$ cat config.mk
export PLATFORM = sky130hd
export DESIGN_NAME = clock_timer_cfg
export DESIGN_NICKNAME = d
export VERILOG_FILES = /design/src/rtl/clock_timer_cfg.sv
export SDC_FILE = /design/constraint.sdc
export NUM_CORES = 1
export LEC_CHECK = 0
export CELL_PAD_IN_SITES_DETAIL_PLACEMENT = 0
export CELL_PAD_IN_SITES_GLOBAL_PLACEMENT = 1
export CORE_MARGIN = 2
export CORE_UTILIZATION = 41
export CTS_CLUSTER_DIAMETER = 200
export DETAILED_ROUTE_END_ITERATION = 10
export PLACE_DENSITY = 0.91
export SLEW_MARGIN = 30
export SYNTH_ARGS = -nofsm -noshare
export SYNTH_HDL_FRONTEND = slang
export SYNTH_SLANG_ARGS = --single-unit
$ cat constraint.sdc
create_clock -name clk -period 6.2 [get_ports clk]
set_input_delay 0.62 -clock clk [delete_from_list [all_inputs] [get_ports clk]]
set_output_delay 0.62 -clock clk [all_outputs]
set_load 0.05 [all_outputs]
$ cat src/rtl/clock_timer_cfg.sv
// Configurable BCD time-of-day counter: built-in prescaler, 12/24-hour display,
// validated synchronous load and an hh:mm alarm. Time is stored as 24-hour BCD.
module clock_timer_cfg #(
  parameter int TICKS_PER_SEC = 4
) (
  input  logic       clk,
  input  logic       reset_n,
  input  logic       ena,
  input  logic       mode_24h,
  input  logic       load,
  input  logic [7:0] ld_hh,
  input  logic [7:0] ld_mm,
  input  logic [7:0] ld_ss,
  input  logic       ld_pm,
  input  logic       al_en,
  input  logic [7:0] al_hh,
  input  logic [7:0] al_mm,
  output logic [7:0] hh,
  output logic [7:0] mm,
  output logic [7:0] ss,
  output logic       pm,
  output logic       tick_1s,
  output logic       day_roll,
  output logic       alarm_hit,
  output logic       load_err
);

  localparam int PRE_W = $clog2(TICKS_PER_SEC) + 1;
  localparam logic [PRE_W-1:0] PRE_MAX = PRE_W'(TICKS_PER_SEC - 1);

  logic [PRE_W-1:0] pre;
  logic [7:0]       h24_q, mm_q, ss_q;

  function automatic logic [6:0] bcd_to_bin(input logic [7:0] b);
    return 7'(b[7:4]) * 7'd10 + 7'(b[3:0]);
  endfunction

  // Valid only for 0..23; hours are the only binary->BCD conversion needed.
  function automatic logic [7:0] hour_to_bcd(input logic [4:0] v);
    logic [4:0] r;
    r = v;
    if (v >= 5'd20) begin
      r = v - 5'd20;
      return {4'd2, r[3:0]};
    end else if (v >= 5'd10) begin
      r = v - 5'd10;
      return {4'd1, r[3:0]};
    end
    return {4'd0, r[3:0]};
  endfunction

  function automatic logic digits_ok(input logic [7:0] b);
    return (b[7:4] <= 4'd9) && (b[3:0] <= 4'd9);
  endfunction

  function automatic logic [7:0] bcd_inc(input logic [7:0] b);
    return (b[3:0] == 4'd9) ? {b[7:4] + 4'd1, 4'd0} : {b[7:4], b[3:0] + 4'd1};
  endfunction

  // Second-advance with full ripple carry.
  logic       wrap, sec_carry, min_carry;
  logic [7:0] ss_nx, mm_nx, h24_nx;

  // NOTE: every always_comb output gets a default first so no path can infer a latch.
  always_comb begin
    wrap      = ena && (pre == PRE_MAX);
    sec_carry = (ss_q == 8'h59);
    min_carry = sec_carry && (mm_q == 8'h59);
    ss_nx     = sec_carry ? 8'h00 : bcd_inc(ss_q);
    mm_nx     = mm_q;
    h24_nx    = h24_q;
    if (sec_carry) mm_nx  = (mm_q == 8'h59) ? 8'h00 : bcd_inc(mm_q);
    if (min_carry) h24_nx = (h24_q == 8'h23) ? 8'h00 : bcd_inc(h24_q);
  end

  // Load validation and translation of the requested hour into 24-hour form.
  logic [6:0] ld_hr_bin;
  logic [4:0] ld_h24_bin;
  logic [7:0] ld_h24;
  logic       ld_ok;

  always_comb begin
    ld_hr_bin  = bcd_to_bin(ld_hh);
    ld_ok      = digits_ok(ld_hh) && digits_ok(ld_mm) && digits_ok(ld_ss) &&
                 (ld_mm[7:4] <= 4'd5) && (ld_ss[7:4] <= 4'd5);
    ld_h24_bin = ld_hr_bin[4:0];
    if (mode_24h) begin
      ld_ok = ld_ok && (ld_hr_bin <= 7'd23);
    end else begin
      ld_ok = ld_ok && (ld_hr_bin >= 7'd1) && (ld_hr_bin <= 7'd12);
      if (ld_hr_bin == 7'd12) ld_h24_bin = ld_pm ? 5'd12 : 5'd0;
      else if (ld_pm)         ld_h24_bin = ld_hr_bin[4:0] + 5'd12;
    end
    ld_h24 = hour_to_bcd(ld_h24_bin);
  end

  // Display mapping; purely combinational from the stored 24-hour time.
  logic [4:0] h_bin, h12_bin;

  always_comb begin
    h_bin   = 5'(h24_q[5:4]) * 5'd10 + 5'(h24_q[3:0]);
    h12_bin = h_bin;
    if (h_bin == 5'd0)       h12_bin = 5'd12;
    else if (h_bin > 5'd12)  h12_bin = h_bin - 5'd12;
    hh = mode_24h ? h24_q : hour_to_bcd(h12_bin);
    mm = mm_q;
    ss = ss_q;
    pm = (h_bin >= 5'd12);
  end

  // NOTE: sequential state uses non-blocking assignments so every register samples pre-edge values.
  always_ff @(posedge clk or negedge reset_n) begin
    if (!reset_n) begin
      pre       <= '0;
      h24_q     <= 8'h00;
      mm_q      <= 8'h00;
      ss_q      <= 8'h00;
      tick_1s   <= 1'b0;
      day_roll  <= 1'b0;
      alarm_hit <= 1'b0;
      load_err  <= 1'b0;
    end else begin
      tick_1s   <= 1'b0;
      day_roll  <= 1'b0;
      alarm_hit <= 1'b0;
      load_err  <= 1'b0;
      if (load && ld_ok) begin
        // A good load wins over a coincident advance and restarts the second.
        h24_q <= ld_h24;
        mm_q  <= ld_mm;
        ss_q  <= ld_ss;
        pre   <= '0;
      end else begin
        load_err <= load;
        if (wrap) begin
          pre       <= '0;
          h24_q     <= h24_nx;
          mm_q      <= mm_nx;
          ss_q      <= ss_nx;
          tick_1s   <= 1'b1;
          day_roll  <= ({h24_nx, mm_nx, ss_nx} == 24'h000000);
          alarm_hit <= al_en && ({h24_nx, mm_nx, ss_nx} == {al_hh, al_mm, 8'h00});
        end else if (ena) begin
          pre <= pre + 1'b1;
        end
      end
    end
  end

endmodule

==> flow_results.org, run 1 <==
** Outcome
- Outcome :: completed

** Synthesis
- The synthesized design contains 0 enable-type register cells.
- By instance count, the leading cell after synthesis is sky130_fd_sc_hd__nor2_1.
- After synthesis, the netlist uses 70 different library cells.
- Number of cells produced by synthesis :: 434
- Number of nets in the synthesized netlist :: 515
- Of the synthesized area, sequential elements account for 0.2229.
- For this run, the number of Yosys warnings is 0.
- By count the netlist is led by sky130_fd_sc_hd__nor2_1 (45), sky130_fd_sc_hd__nand2_1 (40), sky130_fd_sc_hd__a21oi_1 (34), sky130_fd_sc_hd__o21ai_0 (34).
- In the synthesized netlist the async set-or-reset flop fraction comes to 1.000.
- The largest total area in the synthesized netlist belongs to sky130_fd_sc_hd__dfrtp_1.
- Flip-flop cell with the highest count after synthesis :: sky130_fd_sc_hd__dfrtp_1
- In this run, synthesis produced a sequential element count of 31.
- Area of the mapped netlist :: 3480 µm²
- Cell types occupying the most area after synthesis :: sky130_fd_sc_hd__dfrtp_1 (22%), sky130_fd_sc_hd__ha_1 (11%), sky130_fd_sc_hd__a21oi_1 (4.9%)
- The share of synthesized area in the top cell type comes to 0.2229.
- Each instance of the synthesized netlist takes up on average 8.017 µm².

** CTS
- Post-CTS timing repair inserted 0 buffers for setup.
- Root buffer selected by CTS :: sky130_fd_sc_hd__clkbuf_8
- CTS tree :: done
- The clock passes through at most 2 buffers.
- For this design, the CTS-stage hold fixing added 0 buffers.
- After clock tree synthesis, the repair step resized 0 gates.
- Clock sink count :: 31
- Insertion delay to the later sink of the worst-skew pair :: 290 ps
- The H-tree was split into 2 levels.
- Clock-pin slew was measured on the worst setup and hold paths at 70 ps.
- TritonCTS created 5 clock buffers.

** STA
- The number of pins with negative max-slew slack in the final report was 0.
- Counting I/O delays and the setup requirement, the final critical path takes 5187 ps.
- Clock skew on the completed layout was measured at 4.695 ps.
- Number of hold-slack violations in the final timing report :: 0
- Summed over all failing endpoints, the final setup total negative slack is 0 ps.
- After layout, the worst setup slack is 1013 ps.
- Crit share post-route :: 0.8366
- Worst-case hold slack :: 540.7 ps
- Setup repair after global routing left no endpoint under its margin.
- At the pin with the least slew margin, the transition time is 891.2 ps.
- Final-report setup violation count :: 0
- Highest attainable clock frequency :: 192.8 MHz
- In this run the tightest slew margin relative to its limit is 0.4044.

** Critical path
- Endpoint required time on the critical path :: 5580 ps
- STA puts the critical path data arrival time at 4570 ps.
- Origin of the critical flop-to-flop path :: ss[4]
- CP Cell Sequence :: ha_1 > fa_1 > xor2_1 > ha_1 > o21ai_0 > nand2_1 > a21o_1 > and2_1 > inv_1 > ha_1 > a221oi_1 > mux2i_1 > xnor2_1 > o21ai_0 > clkdlybuf4s50_1
- Worst path max stage delay :: 830 ps
- Critical-path top delay cell :: sky130_fd_sc_hd__clkdlybuf4s50_1
- Type of the setup path with the least slack :: reg -> out
- Startpoint of the worst setup timing path :: h24_q[4]
- Critical Path Most Common Cell :: sky130_fd_sc_hd__ha_1
- Nature of the critical path endpoint :: primary output
- Kind of start point of the critical path :: flop
- Peak fanout along the critical path :: 9

** Pwr
- Leakage component of the power :: 1.802 nW
- Worst ir drop on vdd :: 0.2509 mV
- Cell Pwr Density :: 541.1 nW/µm²

** Worst hold path
- The min-delay analysis places its worst path in the category reg -> reg.
- The startpoint identified for the worst hold timing path is pre[2].

** Drt
- For this run, design rule violations remaining after detail routing come to 0.
- Vias :: 3,425
- The first detailed-routing pass took 4 iterations.
- In the final routed layout, each cell accounts on average for 15.09 µm.
- Dividing the detail-routed via count by the number of cells gives 5.643.
- The detail route stage leaves a number of antenna-violating nets equal to 0.
- Detailed Route Iter0 Violations :: 183
- Total Wirelength :: 9.157 mm

** Flow run
- Across the run, the number of max-cap violations was 0.

** Place
- Worst slack after detailed placement :: 1372 ps
- Port buffering added 75 buffers.
- Once placement finished, the instance area stood at 4302 µm².
- Last weighted congestion value of the routability-driven placer :: 0.9463
- Final HPWL DP :: 7.071 mm

** Global routing
- Global Route Usage Sum :: 0.2063
- The via count of the first global-routing pass came to 3,186.
- Initial antenna violation count :: 0
- The first global-routing pass estimated 15.07 mm of wire.
- For this run the aggregate overflow at the end of global routing stands at 0.
- Maximum number of pins on one net before global-route repair :: 32

** Layout
- Share of layout cells above drive strength 1 :: 0.04781
- 0 antenna diodes ended up in the layout.
- Layout overhead on the synthesized area :: 26.14%
- Share of the core filled with cells :: 0.5342
- Number of nets in the finished design :: 583
- Final instance area :: 4389 µm²

** Floorplan
- Core Box Area :: 8217 µm²
- From left edge to right edge, the die measures 96.13 µm.
- For this configuration, the core starts out at a cell density of 0.4235.
- Row cnt :: 33
- The floorplan step defined a die boundary enclosing 9240 µm².
- I/O Pins :: 76
- Height of the die :: 96.13 µm
==> worst max-delay path, delay by kind of cell, from the launching register on <==
kind	cells	cell delay, ps
XOR/XNOR	2	390
buffers and inverters	2	880
multiplexers	1	230
adder cells (fa/ha/maj)	4	1130
flip-flops	1	480
AO/OA/AOI/OAI	4	920
AND/OR/NAND/NOR	2	260
==> flip-flops by register name, summed over array words and instances, names as in the netlist <==
signal     flops
mm             8
ss             8
h24_q          8
alarm_hit      1
tick_1s        1
day_roll       1
load_err       1
pre            3
==> logic make-up (layout without fill, tap and decap cells) <==
| logic type | Yosys count | in the layout | synth area share |
|---|---|---|---|
| AND/OR/NAND/NOR | 174 | 174 | 0.2639 |
| AO/OA/AOI/OAI | 115 | 115 | 0.2237 |
| buffers and inverters | 38 | 106 | 0.04531 |
| adder cells (fa/ha/maj) | 34 | 34 | 0.1287 |
| flip-flops | 31 | 31 | 0.2229 |
| XOR/XNOR | 28 | 28 | 0.07443 |
| multiplexers | 14 | 14 | 0.04099 |
==> report_power, final <==
group          leakage, nW  switching, mW  internal [mW]  total [mW]
clock network       0.0470         0.0773         0.0870       0.164
logic                 1.37           1.11          0.702        1.81
registers            0.389          0.132          0.271       0.404
==> area by class of cell <==
class                           instances  area (µm²)
Fill cell                             771        3827
Multi-Input combinational cell        365        2546
Sequential cell                        31       775.7
Timing Repair Buffer                   77       765.7
Tap cell                              105       131.4
Clock buffer                            6       82.58
Inverter                               22       82.58
Clock inverter                          1       5.005
==> cell usage in the layout (no fill, tap or decap), types with 11 or more instances in the layout <==
master,instances
sky130_fd_sc_hd__xor2_1,16
sky130_fd_sc_hd__mux2i_1,12
sky130_fd_sc_hd__clkdlybuf4s50_1,75
sky130_fd_sc_hd__nand3_1,16
sky130_fd_sc_hd__a21oi_1,34
sky130_fd_sc_hd__nand4_1,11
sky130_fd_sc_hd__dfrtp_1,31
sky130_fd_sc_hd__nor3_1,14
sky130_fd_sc_hd__ha_1,31
sky130_fd_sc_hd__xnor2_1,11
sky130_fd_sc_hd__nor2_1,45
sky130_fd_sc_hd__o21ai_0,34
sky130_fd_sc_hd__nand2_1,40
sky130_fd_sc_hd__inv_1,22
==> through the flow <==
stage / power, mW / cells
3_5_place_dp: 2.196 / 600
5_1_grt: 2.590 / 607
2_1_floorplan: 1.730 / 434
4_1_cts: 2.372 / 607
3_3_place_gp: 2.154 / 600
6_report: 2.375 / 607
==> metal layers <==
layer / share of wire / routed length (µm) / track usage
met5: 0 / 0 / 0
met2: 0.48 / 4407 / 0.3559
met4: 0.0059 / 54 / 0.03333
met3: 0.046 / 422 / 0.03211
met1: 0.47 / 4273 / 0.2757
==> path summary, 6_finish.rpt <==
check	slack, ps	cells past startpoint	endpoint
setup / recovery	1010	15	hh[1]
hold / removal	540	1	pre[2]
setup reg to reg	3010	9	alarm_hit
hold reg to reg	540	1	pre[2]
max in group asynchronous	5150	2	mm[5]
min in group asynchronous	730	2	ss[3]
No activity file was read; power rests on OpenSTA's default activity.
==> run 2, diff against run 1 <==
- CORE_UTILIZATION: 41 -> 38
- PLACE_DENSITY: 0.91 -> 0.86
- clock period: 6.2 -> 5.17 ns (I/O delays scaled with it)
==> run 2 against run 1 <==
- sequential power rose by 20%
- sequential share of layout area fell by 0.085 points
- combinational power rose by 19%
- cell area rose by 0.48%
- via count rose by 0.26%
- largest power group unchanged
- critical path type unchanged
- clock skew fell by 2.7 ps
- critical endpoint unchanged
- total power rose by 19%
- count of clock-buffer cells in the layout did not move
==> flow_results.org, run 2 (synthesis gave the netlist of run 1 again) <==
** Floorplan
- The placeable core region was 8806 µm² (was 8217 µm²).
- The floorplan die area came to 9938 µm² (was 9240 µm²).
- I/O Pins :: 76 (unchanged)
- Initial Util :: 0.3951 (was 0.4235)
- Die X-Extent :: 99.69 µm (was 96.13 µm)
- The number of core rows came to 34 (was 33).
- The die span in y is 99.69 µm (was 96.13 µm).

** Global routing
- The first-pass GRT wire length came to 15.52 mm (was 15.07 mm).
- Global Route Usage Sum :: 0.1891 (was 0.2063)
- The number of antenna violations at the first check in global routing was 0 (unchanged).
- Overflow after GRT :: 0 (unchanged)
- The pin count of the biggest net entering global routing was 32 (unchanged).
- The via count of the first global-routing pass is 3,343 (was 3,186).

** Worst hold path
- Number of cells traversed by the worst hold path :: 1 (unchanged)
- Min-Delay Startpoint :: pre[2] (unchanged)
- The class of the tightest hold or removal check is reg -> reg (unchanged).

** Place
- The count of buffers inserted at the top-level ports is 75 (unchanged).
- Final HPWL DP :: 7.239 mm (was 7.071 mm)
- The final weighted congestion in routability-driven placement came to 0.8890 (was 0.9463).
- Placed insts :: 604 (was 600)
- Total placed instance area :: 4313 µm² (was 4302 µm²)
- Worst slack after detailed placement :: 436.5 ps (was 1372 ps)

** Critical path
- Kind of start point of the critical path :: flop (unchanged)
- Endpoint required time on the critical path :: 4650 ps (was 5580 ps)
- Peak fanout along the critical path :: 9 (unchanged)
- Worst r2r path cells :: 9 (unchanged)
- Worst path max stage delay :: 490 ps (was 830 ps)
- Critical Path Most Common Cell :: sky130_fd_sc_hd__ha_1 (unchanged)
- Type of the setup path with the least slack :: reg -> out (unchanged)
- CP Cell Sequence :: ha_1 > fa_1 > xor2_1 > ha_1 > o21ai_0 > nand2_1 > a21o_1 > and2_1 > inv_1 > ha_1 > a221oi_1 > mux2i_1 > xnor2_1 > o21ai_0 > dlymetal6s2s_1 (was ha_1 > fa_1 > xor2_1 > ha_1 > o21ai_0 > nand2_1 > a21o_1 > and2_1 > inv_1 > ha_1 > a221oi_1 > mux2i_1 > xnor2_1 > o21ai_0 > clkdlybuf4s50_1)
- Startpoint of the worst setup timing path :: h24_q[4] (unchanged)
- The critical path's slowest cell is sky130_fd_sc_hd__a221oi_1 (was sky130_fd_sc_hd__clkdlybuf4s50_1).
- The arrival time of the worst setup path came to 4120 ps (was 4570 ps).
- The endpoint kind of the worst setup timing path is a primary output (unchanged).
- Origin of the critical flop-to-flop path :: ss[4] (unchanged)

** Pwr
- The switching portion of total power is 0.5521 (was 0.5537).
- The switching power of the nets was 1.560 mW (was 1.315 mW).
- Clock power share :: 0.069 (about the same)
- Final Power :: 2.826 mW (was 2.375 mW)
- The ratio of total power to cell area was 640.7 nW/µm² (was 541.1 nW/µm²).
- Worst ir drop on vdd :: 0.3807 mV (was 0.2509 mV)
- Power share of the sequential group :: 0.171 (was 0.170)
- The internal power component was 1.266 mW (was 1.060 mW).
- Leakage component of the power :: 1.846 nW (was 1.802 nW)
- Proportion of power drawn by combinational gates :: 0.760 (was 0.761)

** STA
- Unrepaired setup endpoints after global routing :: false (unchanged)
- Based on the critical path, the design can be clocked at up to 215.6 MHz.
- Worst-case hold slack :: 552.6 ps (was 540.7 ps)
- Number of hold-slack violations in the final timing report :: 0 (unchanged)
- Of the available clock period, the critical path in the final layout requires 0.8970.
- The number of pins with negative max-slew slack in the final report is 0 (unchanged).
- The setup slack of the critical path after layout was 532.7 ps (was 1013 ps).
- Maximum clock skew at final layout :: 1.960 ps (was 4.695 ps)
- The final count of negative-setup-slack endpoints was 0 (unchanged).
- Worst Max-Slew Pin Slew :: 779.3 ps (was 891.2 ps)
- The clock period could shrink to 4637 ps.
- Final setup TNS :: 0 ps (unchanged)
- The relative max-transition margin was 0.4805 (was 0.4044).

** Drt
- Total Wirelength :: 9.164 mm (was 9.157 mm)
- Wire length per cell after detailed routing :: 15.00 µm (was 15.09 µm)
- The detail-routed via count per cell was 5.620 (was 5.643).
- Post-detailed-route count of antenna-violating nets :: 0 (unchanged)
- Remaining design rule violation count :: 0 (unchanged)
- Number of detailed-routing iterations run before antenna repair :: 4 (unchanged)
- Detailed Route Iter0 Violations :: 103 (was 183)
- The number of vias after detailed routing came to 3,434 (was 3,425).

** Layout
- Final antenna diode count :: 0 (unchanged)
- Count of placed standard cells in the final layout, fillers left out :: 611 (was 607)
- The most common cell after layout, fill and taps aside is sky130_fd_sc_hd__clkdlybuf4s50_1 (unchanged).
- Share of the core filled with cells :: 0.5009 (was 0.5342)
- The area added between synthesis and finish is 26.75% (was 26.14%).
- The final net count was 584 (was 583).
- Layout fillers :: 869 (was 771)
- The area used by multi-input combinational logic came to 2546 µm² (unchanged).
- The total non-filler cell area in the finished layout came to 4410 µm² (was 4389 µm²).
- Share of layout cells above drive strength 1 :: 0.04970 (was 0.04781)
- The flip-flop and latch area is 775.7 µm² (unchanged).
- Commonest cells after routing, fill and taps aside :: sky130_fd_sc_hd__clkdlybuf4s50_1 (71), sky130_fd_sc_hd__nor2_1 (45), sky130_fd_sc_hd__nand2_1 (40) (was sky130_fd_sc_hd__clkdlybuf4s50_1 (75), sky130_fd_sc_hd__nor2_1 (45), sky130_fd_sc_hd__nand2_1 (40))

** CTS
- The clock tree from TritonCTS is done (unchanged).
- The hold buffer count at cts came to 0 (unchanged).
- Count of H-tree levels built during CTS :: 2 (unchanged)
- The number of buffers created by CTS was 5 (unchanged).
- The clock insertion delay at the later pin of the skew report was 280 ps (was 290 ps).
- The post-cts sizing count came to 0 (unchanged).
- Clock sink count :: 31 (unchanged)
- The clock-pin slew on the worst setup and hold paths was 60 ps (was 70 ps).
- The clock tree buffer depth was 2 (unchanged).
- The number of setup buffers added after CTS came to 0 (unchanged).
- The library cell used as clock root buffer was sky130_fd_sc_hd__clkbuf_8 (unchanged).

** Flow run
- The number of max-cap violations was 0 (unchanged).

** Outcome
- Outcome :: completed (unchanged)
run 2: changes by cell type in the layout (fill, tap and decap cells not counted), sizes merged:
cell           change
buf                +1
dlymetal6s2s       +4
clkdlybuf4s50      -4
run 2: cell type report:
class	instances	area share
Tap cell	108	0.03064
Timing Repair Buffer	78	0.1776
Multi-Input combinational cell	365	0.5773
Clock inverter	1	0.001135
Sequential cell	31	0.1759
Clock buffer	6	0.01872
Inverter	22	0.01872
run 2: final timing paths:
path	to	slack [ps]
setup reg to reg	alarm_hit	2120
setup / recovery	hh[1]	530
min in group asynchronous	mm[6]	650
hold / removal	pre[2]	550
hold reg to reg	pre[2]	550
max in group asynchronous	mm[3]	4210
run 2: critical path, delay by kind of cell, from the launching register on:
kind,cells,cell delay [ps]
DFF,1,470
and+or+nand+nor,2,250
xor gates and xnor gates,2,370
AOI/OAI and AO/OA,4,880
adders and majority gates,4,1140
buffers and inverters,2,490
muxes,1,220
run 2: metal layers:
layer,global-route usage,vias up,share of wire
li1,-,1718,-
met1,0.2530,1623,0.46
met2,0.3233,85,0.48
met3,0.03162,8,0.043
met4,0.03688,0,0.0079
met5,0,-,0
run 2: power by group through the flow:
stage               Combinational, mW  Clock [mW]  Sequential, mW
floorplan                        1.45           0           0.620
global placement                 2.11           0           0.481
detailed placement               2.15           0           0.486
CTS                              2.16       0.203           0.483
global route                     2.35       0.214           0.505
finish                           2.15       0.196           0.483
==> run 3, diff against run 2 <==
- CORE_UTILIZATION: 38 -> 41
- PLACE_DENSITY: 0.86 -> 0.91
- clock period: 5.17 -> 5.6 ns (I/O delays scaled with it)
==> run 3 against run 2 <==
- via count fell by 1.7%
- clock skew rose by 3.4 ps
- register-to-register slack improved by 270 ps
- critical endpoint unchanged
- largest power group unchanged
- highest routed layer unchanged
==> flow_results.org, run 3 (synthesis gave the netlist of run 1 again) <==
** Outcome
- Outcome: completed (unchanged).

** STA
- The total negative slack was 0 ps (unchanged).
- Worst Max-Slew Pin Slew :: 884.3 ps (was 779.3 ps)
- The relative max-transition margin was 0.4090 (was 0.4805).
- Based on the critical path, the design can be clocked at up to 195.6 MHz.
- The final count of negative-setup-slack endpoints is 0 (unchanged).
- The worst clock skew on the final layout came to 5.362 ps (was 1.960 ps).
- Unrepaired setup endpoints after global routing :: false (unchanged)
- Final critical-path required period :: 5113 ps
- Number of hold-slack violations in the final timing report :: 0 (unchanged)
- The worst hold-check slack is 535.3 ps (was 552.6 ps).
- Final WS setup :: 487.0 ps (was 532.7 ps)
- Crit share post-route :: 0.9130
- Pins over their slew limit :: 0 (unchanged)

** Global routing
- The global router's overall resource usage is 0.2067 (was 0.1891).
- The via count of the first global-routing pass is 3,235 (was 3,343).
- First-pass GRT wire length :: 15.08 mm (was 15.52 mm)
- The pin count of the biggest net entering global routing came to 32 (unchanged).
- Initial antenna violation count :: 0 (unchanged)
- Overflow after GRT :: 0 (unchanged)

** Worst hold path
- The class of the tightest hold or removal check was reg -> reg (unchanged).
- Min-Delay Startpoint :: pre[2] (unchanged)

** Floorplan
- Initial Util :: 0.4235 (was 0.3951)
- The width of the die was 96.13 µm (was 99.69 µm).
- The floorplan die area is 9240 µm² (was 9938 µm²).
- The die span in y came to 96.13 µm (was 99.69 µm).
- Core Box Area :: 8217 µm² (was 8806 µm²)
- The number of ports placed on the die boundary was 76 (unchanged).
- The number of core rows came to 33 (was 34).

** Place
- Number of buffers added on ports :: 75 (unchanged)
- Worst slack after detailed placement :: 846.3 ps (was 436.5 ps)
- The half-perimeter wire length after detailed placement was 7.068 mm (was 7.239 mm).
- Total placed instance area :: 4302 µm² (was 4313 µm²)
- Last weighted congestion value of the routability-driven placer :: 0.9462 (was 0.8890)

** Drt
- The final routed DRC violation total came to 0 (unchanged).
- Total Wirelength :: 9.039 mm (was 9.164 mm)
- The average wire length per cell after detail routing was 14.89 µm (was 15.00 µm).
- Detailed Route Iter0 Violations :: 169 (was 103)
- Post-detailed-route count of antenna-violating nets :: 0 (unchanged)
- The detail-routed via count per cell was 5.563 (was 5.620).
- Met3 wirelength from detailed routing :: 381 µm (was 391 µm)
- Uppermost signal routing layer after detailed routing :: met4 (unchanged)
- Number of detailed-routing iterations run before antenna repair :: 4 (unchanged)
- Vias :: 3,377 (was 3,434)
- The met1 layer wirelength in the final routing came to 4.222 mm (was 4.261 mm).
- Detailed-routed wire length on met2 :: 4.399 mm (was 4.439 mm)

** Layout
- Commonest cells after routing, fill and taps aside :: sky130_fd_sc_hd__clkdlybuf4s50_1 (75), sky130_fd_sc_hd__nor2_1 (45), sky130_fd_sc_hd__nand2_1 (40) (was sky130_fd_sc_hd__clkdlybuf4s50_1 (71), sky130_fd_sc_hd__nor2_1 (45), sky130_fd_sc_hd__nand2_1 (40))
- Layout overhead on the synthesized area :: 26.14% (was 26.75%)
- Share of layout cells above drive strength 1 :: 0.04781 (was 0.04970)
- Area of the multi-input gates :: 2546 µm² (unchanged)
- The final net count was 583 (was 584).
- The most common cell after layout, fill and taps aside is sky130_fd_sc_hd__clkdlybuf4s50_1 (unchanged).
- Final antenna diode count :: 0 (unchanged)
- The flip-flop and latch area is 775.7 µm² (unchanged).
- Layout fillers :: 778 (was 869)
- Final instance area :: 4389 µm² (was 4410 µm²)

** Pwr
- Net Sw Frac :: 0.5523 (was 0.5521)
- Cell Pwr Density :: 596.3 nW/µm² (was 640.7 nW/µm²)
- The static leakage power is 1.802 nW (was 1.846 nW).
- Proportion of power drawn by combinational gates :: 0.759 (was 0.760)
- Clock power share :: 0.070 (was 0.069)
- Worst ir drop on vdd :: 0.2692 mV (was 0.3807 mV)
- Power share of the sequential group :: 0.171 (about the same)
- The internal power component came to 1.172 mW (was 1.266 mW).
- The switching power of the nets was 1.446 mW (was 1.560 mW).

** CTS
- The clock tree buffer depth was 2 (unchanged).
- CTS tree :: done (unchanged)
- The hold buffer count at cts was 0 (unchanged).
- Post-cts resize count :: 0 (unchanged)
- The clock insertion delay at the later pin of the skew report came to 290 ps (was 280 ps).
- Count of H-tree levels built during CTS :: 2 (unchanged)
- The number of clock sinks came to 31 (unchanged).
- The clock-pin slew on the worst setup and hold paths was 70 ps (was 60 ps).
- Number of buffers inserted to repair setup after CTS :: 0 (unchanged)
- The number of buffers created by CTS is 5 (unchanged).
- Root buffer selected by CTS :: sky130_fd_sc_hd__clkbuf_8 (unchanged)

** Critical path
- The critical-path maximum fanout was 9 (unchanged).
- Origin of the critical flop-to-flop path :: ss[4] (unchanged)
- Type of the setup path with the least slack :: reg -> out (unchanged)
- The startpoint type of the worst setup path is a flop (unchanged).
- Nature of the critical path endpoint :: primary output (unchanged)
- Arrival time at the worst endpoint :: 4550 ps (was 4120 ps)
- Startpoint of the worst setup timing path :: h24_q[4] (unchanged)
- The required time at the endpoint of the critical path was 5040 ps (was 4650 ps).

** Flow run
- Max Cap Violations :: 0 (unchanged)
run 3: cell count changes in the layout (fill, tap and decap cells not counted), sizes merged:
cell           delta
dlymetal6s2s      -4
buf               -1
clkdlybuf4s50     +4
run 3: area by class of cell:
class	count	share of cell area
flip-flops and latches	31	0.1767
repair buffers	77	0.1745
well taps	105	0.02993
clock buffers	6	0.01881
inverters	22	0.01881
multi-input cells	365	0.5801
clock inverters	1	0.001140
run 3: stage by stage:
| step | instances | power, mW | utilization |
|---|---|---|---|
| after floorplan | 434 | 1.915 | - |
| after global placement | 600 | 2.385 | 0.5235 |
| after detailed placement | 600 | 2.426 | 0.5235 |
| after CTS | 607 | 2.621 | 0.5342 |
| after global routing | 607 | 2.841 | 0.5342 |
| final | 607 | 2.617 | 0.5342 |
run 3: final timing paths:
path / cells after the start / end / slack (ps)
worst max-delay path: 15 / hh[1] / 490
worst min-delay path: 1 / pre[2] / 540
worst max register to register: 9 / alarm_hit / 2390
worst min register to register: 1 / pre[2] / 540
max in group asynchronous: 2 / day_roll / 4610
min in group asynchronous: 2 / ss[0] / 670
run 3: per-layer routing:
layer  up-vias  global-route usage
met5         -                   0
met4         0             0.03810
met3         3             0.03524
met2        77              0.3536
met1      1584              0.2751
li1       1713                   -
run 3: critical path, stage by stage, from the launching register on:
cell	delay, ps
sky130_fd_sc_hd__dfrtp_1	480
sky130_fd_sc_hd__ha_1	260
sky130_fd_sc_hd__fa_1	380
sky130_fd_sc_hd__xor2_1	220
sky130_fd_sc_hd__ha_1	280
sky130_fd_sc_hd__o21ai_0	120
sky130_fd_sc_hd__nand2_1	90
sky130_fd_sc_hd__a21o_1	140
sky130_fd_sc_hd__and2_1	150
sky130_fd_sc_hd__inv_1	50
sky130_fd_sc_hd__ha_1	200
sky130_fd_sc_hd__a221oi_1	510
sky130_fd_sc_hd__mux2i_1	230
sky130_fd_sc_hd__xnor2_1	170
sky130_fd_sc_hd__o21ai_0	150
sky130_fd_sc_hd__clkdlybuf4s50_1	830
run 3: power by group through the flow:
stage / combinational (mW) / clock, mW / sequential (mW)
detailed placement: 1.98 / 0 / 0.449
finish: 1.99 / 0.183 / 0.448
global route: 2.18 / 0.199 / 0.465
CTS: 1.99 / 0.189 / 0.445
global placement: 1.94 / 0 / 0.444
floorplan: 1.34 / 0 / 0.573
